File: src/rtl/mem_access_unit.sv
// mem_access_unit: RISC-V load/store sequencer in front of a word-wide RAM
// with a registered (one-cycle) read port. Loads extract and extend a byte,
// halfword or word lane; sub-word stores are done as read-modify-write
// because the RAM has no byte enables. The RAM read data arrives on mem_rd.
module mem_access_unit #(
    parameter int unsigned MEM_DEPTH = 128
) (
    input  logic        clk,
    input  logic        reset_n,
    input  logic        req,
    input  logic        is_store,
    input  logic [2:0]  funct3,
    input  logic [31:0] addr,
    input  logic [31:0] wdata,
    input  logic [31:0] mem_rd,
    output logic        busy,
    output logic        done,
    output logic        err,
    output logic [31:0] rdata,
    output logic        mem_we,
    output logic [31:0] mem_a,
    output logic [31:0] mem_wd
);

    typedef enum logic [2:0] {
        S_IDLE,
        S_READ,
        S_MERGE,
        S_WRITE,
        S_DONE,
        S_ERR
    } state_e;

    localparam logic [2:0] F3_B  = 3'b000;
    localparam logic [2:0] F3_H  = 3'b001;
    localparam logic [2:0] F3_W  = 3'b010;
    localparam logic [2:0] F3_BU = 3'b100;
    localparam logic [2:0] F3_HU = 3'b101;

    state_e      state_q, state_d;
    logic        is_store_q, is_store_d;
    logic [2:0]  funct3_q, funct3_d;
    logic [31:0] addr_q, addr_d;
    logic [15:0] wdata_q, wdata_d;
    logic [31:0] rdata_q, rdata_d;
    logic [31:0] mem_wd_q, mem_wd_d;

    logic        f3_illegal;
    logic        misaligned;
    logic        out_of_range;
    logic        req_err;

    logic [7:0]  lane_b;
    logic [15:0] lane_h;
    logic [31:0] load_val;
    logic [31:0] merged;

    // Classify the incoming request from the live inputs (used only in IDLE)
    always_comb begin
        f3_illegal = 1'b0;
        if (is_store) begin
            f3_illegal = !(funct3 inside {F3_B, F3_H, F3_W});
        end else begin
            f3_illegal = funct3 inside {3'b011, 3'b110, 3'b111};
        end
        misaligned = 1'b0;
        case (funct3[1:0])
            2'b01:   misaligned = addr[0];
            2'b10:   misaligned = (addr[1:0] != 2'b00);
            default: misaligned = 1'b0;
        endcase
        out_of_range = (addr >= 32'(MEM_DEPTH));
        req_err      = f3_illegal | misaligned | out_of_range;
    end

    // Lane extraction for loads and lane replacement for sub-word stores
    always_comb begin
        lane_b   = mem_rd[{addr_q[1:0], 3'b000} +: 8];
        lane_h   = mem_rd[{addr_q[1], 4'b0000} +: 16];
        load_val = mem_rd;
        case (funct3_q)
            F3_B:    load_val = {{24{lane_b[7]}}, lane_b};
            F3_BU:   load_val = {24'h000000, lane_b};
            F3_H:    load_val = {{16{lane_h[15]}}, lane_h};
            F3_HU:   load_val = {16'h0000, lane_h};
            default: load_val = mem_rd;
        endcase
        merged = mem_rd;
        if (funct3_q == F3_B) begin
            merged[{addr_q[1:0], 3'b000} +: 8] = wdata_q[7:0];
        end else begin
            merged[{addr_q[1], 4'b0000} +: 16] = wdata_q[15:0];
        end
    end

    // Next-state and datapath register updates
    always_comb begin
        state_d    = state_q;
        is_store_d = is_store_q;
        funct3_d   = funct3_q;
        addr_d     = addr_q;
        wdata_d    = wdata_q;
        rdata_d    = rdata_q;
        mem_wd_d   = mem_wd_q;
        case (state_q)
            S_IDLE: begin
                if (req) begin
                    is_store_d = is_store;
                    funct3_d   = funct3;
                    addr_d     = addr;
                    wdata_d    = wdata[15:0];
                    if (req_err) begin
                        state_d = S_ERR;
                    end else if (is_store && (funct3 == F3_W)) begin
                        // full-word store needs no read, data goes straight out
                        mem_wd_d = wdata;
                        state_d  = S_WRITE;
                    end else begin
                        state_d = S_READ;
                    end
                end
            end
            S_READ: begin
                state_d = S_MERGE;
            end
            S_MERGE: begin
                if (is_store_q) begin
                    mem_wd_d = merged;
                    state_d  = S_WRITE;
                end else begin
                    rdata_d = load_val;
                    state_d = S_DONE;
                end
            end
            S_WRITE: begin
                state_d = S_DONE;
            end
            S_DONE: begin
                state_d = S_IDLE;
            end
            S_ERR: begin
                state_d = S_IDLE;
            end
            default: begin
                state_d = S_IDLE;
            end
        endcase
    end

    // State and datapath registers, asynchronously cleared
    always_ff @(posedge clk or negedge reset_n) begin
        if (!reset_n) begin
            state_q    <= S_IDLE;
            is_store_q <= 1'b0;
            funct3_q   <= '0;
            addr_q     <= '0;
            wdata_q    <= '0;
            rdata_q    <= '0;
            mem_wd_q   <= '0;
        end else begin
            state_q    <= state_d;
            is_store_q <= is_store_d;
            funct3_q   <= funct3_d;
            addr_q     <= addr_d;
            wdata_q    <= wdata_d;
            rdata_q    <= rdata_d;
            mem_wd_q   <= mem_wd_d;
        end
    end

    // Outputs decoded from state so mem_we falls as soon as reset asserts
    always_comb begin
        busy   = (state_q != S_IDLE);
        done   = (state_q == S_DONE) || (state_q == S_ERR);
        err    = (state_q == S_ERR);
        mem_we = (state_q == S_WRITE);
        mem_a  = {addr_q[31:2], 2'b00};
        mem_wd = mem_wd_q;
        rdata  = rdata_q;
    end

endmodule

File: config.mk
export PLATFORM = sky130hd
export DESIGN_NAME = mem_access_unit
export DESIGN_NICKNAME = d
export VERILOG_FILES = /design/src/rtl/mem_access_unit.sv
export SDC_FILE = /design/constraint.sdc
export NUM_CORES = 1
export LEC_CHECK = 0
export ABC_AREA = 1
export CAP_MARGIN = 20
export CORE_ASPECT_RATIO = 0.9
export CORE_MARGIN = 5
export CORE_UTILIZATION = 53
export DETAILED_ROUTE_END_ITERATION = 10
export MAX_ROUTING_LAYER = met4
export PLACE_DENSITY = 0.87
export SLEW_MARGIN = 40
export SYNTH_ARGS = -nofsm -noshare
export SYNTH_HDL_FRONTEND = slang
export SYNTH_SLANG_ARGS = --single-unit
File: constraint.sdc
create_clock -name clk -period 4.31 [get_ports clk]
set_clock_uncertainty 0.1 [all_clocks]
set_input_delay 0.431 -clock clk [delete_from_list [all_inputs] [get_ports clk]]
set_output_delay 0.431 -clock clk [all_outputs]
set_load 0.01 [all_outputs]
==> results.md <==
* Post-layout power at 7.207 mW
* Clk_lat worst skew at 0.42 ns
* Area leader, netlist: dfrtp_1
* Root Driver: clkbuf_16
* Clk sink count at 119
* Fmax achieved at 393.1 MHz
* Clock Pin Slew Worst Setup and Hold Paths at 0.05 ns
* MaxCap Viol Count at 0
* Full die area at 15960 sq um
* Fillers at 1038
* H-tree depth at 4
* Path type of the worst setup path: reg -> reg
* FP Rows at 40
* Yosys cell types at 37
* Fin area at 9587 sq um
* Synth top area share at 41.54%
* Area grow syn2layout at 33.72%
* Mapped cell area at 7169 sq um
* Drt drc at 0
* Synth warn at 0
* CTS tree: yes
* Initial core utilization at 53.85%
* Routed Antenna Nets at 0
* Largest net degree at the start of global routing at 68
* Drt first-iter violations at 818
* Main area contributors after synthesis: dfrtp_1, nand2_1, nand3_1, mux2_2, buf_4
* Pre-CTS WS at 1.729 ns
* Total CTS buffers at 17
* DP Cell Count at 1239
* Status: completed
* Vias in the first global route at 7013
* Syn_area_per_cell at 7.587 sq um
* Arr. time, crit path at 2.79 ns
* Leak pwr at 4.408 nW
* Post-place instance area at 8977 sq um
* Vert. Die Dim at 120.3 um
* Initial antenna violation count at 0
* Gpl congestion at 0.9499
* Clk buf depth at 2
* Core area at 13310 sq um
* Crit end category: flip-flop
* Non-Filler Instances at 1271
* WP data required at 4.56 ns
* Final TNS setup at 0 ns
* N_diodes at 0
* Fin. Hold Viols at 0
* PD cells at 751.8 nW/um^2
* Total Nets Final at 1203
* I/O Buffers at 200
* Final Max Slew Viols at 0
* Global-route usage over all layers at 28.92%
* Max_slew headroom at 51.53%
* CP Max Fanout at 67
* Share of cells above drive strength 1 at 8.160%
* Drt wl/cell at 17.64 um
* Measured slew at the worst slew-check pin at 0.7271 ns
* Seq. cell area at 2979 sq um
* Dpl hpwl at 16220 um
* Total Routed Length at 22430 um
* Final min period at 2.544 ns
* Most frequent cells in the layout: nand2_1, clkdlybuf4s50_1, dfrtp_1
* Setup WS post-layout at 1.766 ns
* Hold Path Class: reg -> reg
* Postcts setup bufs at 0
* RSZ-0062 raised after global routing: false
* Area occupied by multi-input gates at 3420 sq um
* Via Count at 7156
* Cells after synthesis at 945
* DIE WIDTH at 132.6 um
* Final period util at 59.02%
* I/O pins at 203
* Via density at 5.630
* CP Launch Type: flip-flop
* Total grt overflow at 0
* Final Setup Violations at 0
* Sequential fraction of the synthesis area at 41.54%
* DRT Pass-1 Iters at 5
* Post-synthesis sequential element count at 119
* Reg2Reg Setup Slack at 1.77 ns
* Worst vdd ir at 0.0005359 V
* First-pass GRT wire length at 35700 um
* Commonest non-fill, non-tap cell in the layout: nand2_1
==> cell usage after synthesis <==
cell        n
or2_2       1
nand2_2     3
o21ai_0    46
clkbuf_1   16
a211oi_1    1
dfrtp_1   119
nor2_1     68
o21ai_4     1
o21bai_1   17
nand2_4     1
nor3_1     11
buf_1       5
o211ai_1   31
inv_1      69
conb_1      1
nor4_1      4
nand3_2     2
a41oi_1     1
a31oi_1     3
nand2_1   272
buf_6       2
buf_2      24
buf_4      36
a21oi_1    53
clkinv_1    2
nand3_4     1
nand3_1    84
mux2_1      7
o21ai_1     7
nor2_4      3
and2_1      1
ha_1        9
mux2_2     29
nand4_1     2
nor2_2      1
inv_2       8
o31ai_1     4
==> per-stage QoR <==
step | utilization [%] | hold slack [ns]
2_1_floorplan | - | 0.03541
3_3_place_gp | 67.21 | 0.3536
3_5_place_dp | 67.43 | 0.2859
4_1_cts | 72.01 | 0.3710
5_1_grt | 72.01 | 0.3871
6_report | 72.01 | 0.3678
==> timing repair <==
item,4_1_cts,5_1_grt
gates resized for setup,0,0
endpoints found under the setup margin,0,0
hold endpoints to repair,24,0
hold buffers,1,0
==> sequential cells by signal (all words and copies together), names as in the netlist <==
name        cells
funct3_q        3
state_q         3
is_store_q      1
wdata_q        16
addr_q         32
mem_wd         32
rdata          32
==> cells by family after synthesis <==
logic type / Yosys count / share of synthesized area (%)
other: 1 / 0.05231
multiplexers: 36 / 5.654
flip-flops: 119 / 41.54
AO/OA/AOI/OAI: 164 / 13.56
adder cells (fa/ha/maj): 9 / 1.571
AND/OR/NAND/NOR: 454 / 26.63
buffers and inverters: 162 / 10.99
==> layer usage <==
layer	part of all wire (%)	wire [um]	up-vias	GRT usage (%)
met1	40	8967	3331	35.26
met3	9.8	2194	64	8.028
li1	-	-	3353	-
met4	3.9	875	0	12.99
met5	0	0	-	-
met2	46	10390	408	45.22
==> final cells by class <==
| class | instances | area share [%] |
|---|---|---|
| Sequential cell | 119 | 31.08 |
| Clock buffer | 23 | 4.986 |
| Timing Repair Buffer | 209 | 21.72 |
| Inverter | 79 | 3.093 |
| Multi-Input combinational cell | 665 | 35.67 |
| Tap cell | 168 | 2.193 |
| Clock inverter | 8 | 1.266 |
==> final timing paths <==
check / from / cells past startpoint / endpoint
worst max-delay path: addr_q[1]$_DFFE_PN0P_ / 10 / mem_wd[18]$_DFFE_PN0P_
worst min-delay path: mem_wd[13]$_DFFE_PN0P_ / 2 / mem_wd[13]$_DFFE_PN0P_
worst max register to register: addr_q[1]$_DFFE_PN0P_ / 10 / mem_wd[18]$_DFFE_PN0P_
worst min register to register: mem_wd[13]$_DFFE_PN0P_ / 2 / mem_wd[13]$_DFFE_PN0P_
max in group asynchronous: reset_n / 4 / rdata[28]$_DFFE_PN0P_
min in group asynchronous: reset_n / 2 / rdata[1]$_DFFE_PN0P_
==> where the power goes <==
group          internal [mW]  leakage (nW)  switching, mW
registers               1.67          1.42          0.378
clock network          0.949         0.293          0.497
logic                   1.65          2.69           2.06
total                   4.27          4.41           2.94
==> worst max-delay path: stages, from the launching register on <==
cell and delay, ns:
dfrtp_2 0.36, buf_4 0.50, ha_1 0.26, clkinv_1 0.25
nor2_2 0.35, nand2_1 0.11, nand2_1 0.08, nand3_1 0.14
nand2_1 0.11, nand3_1 0.07, nand2_1 0.10
(Power assumes the default switching activity.)
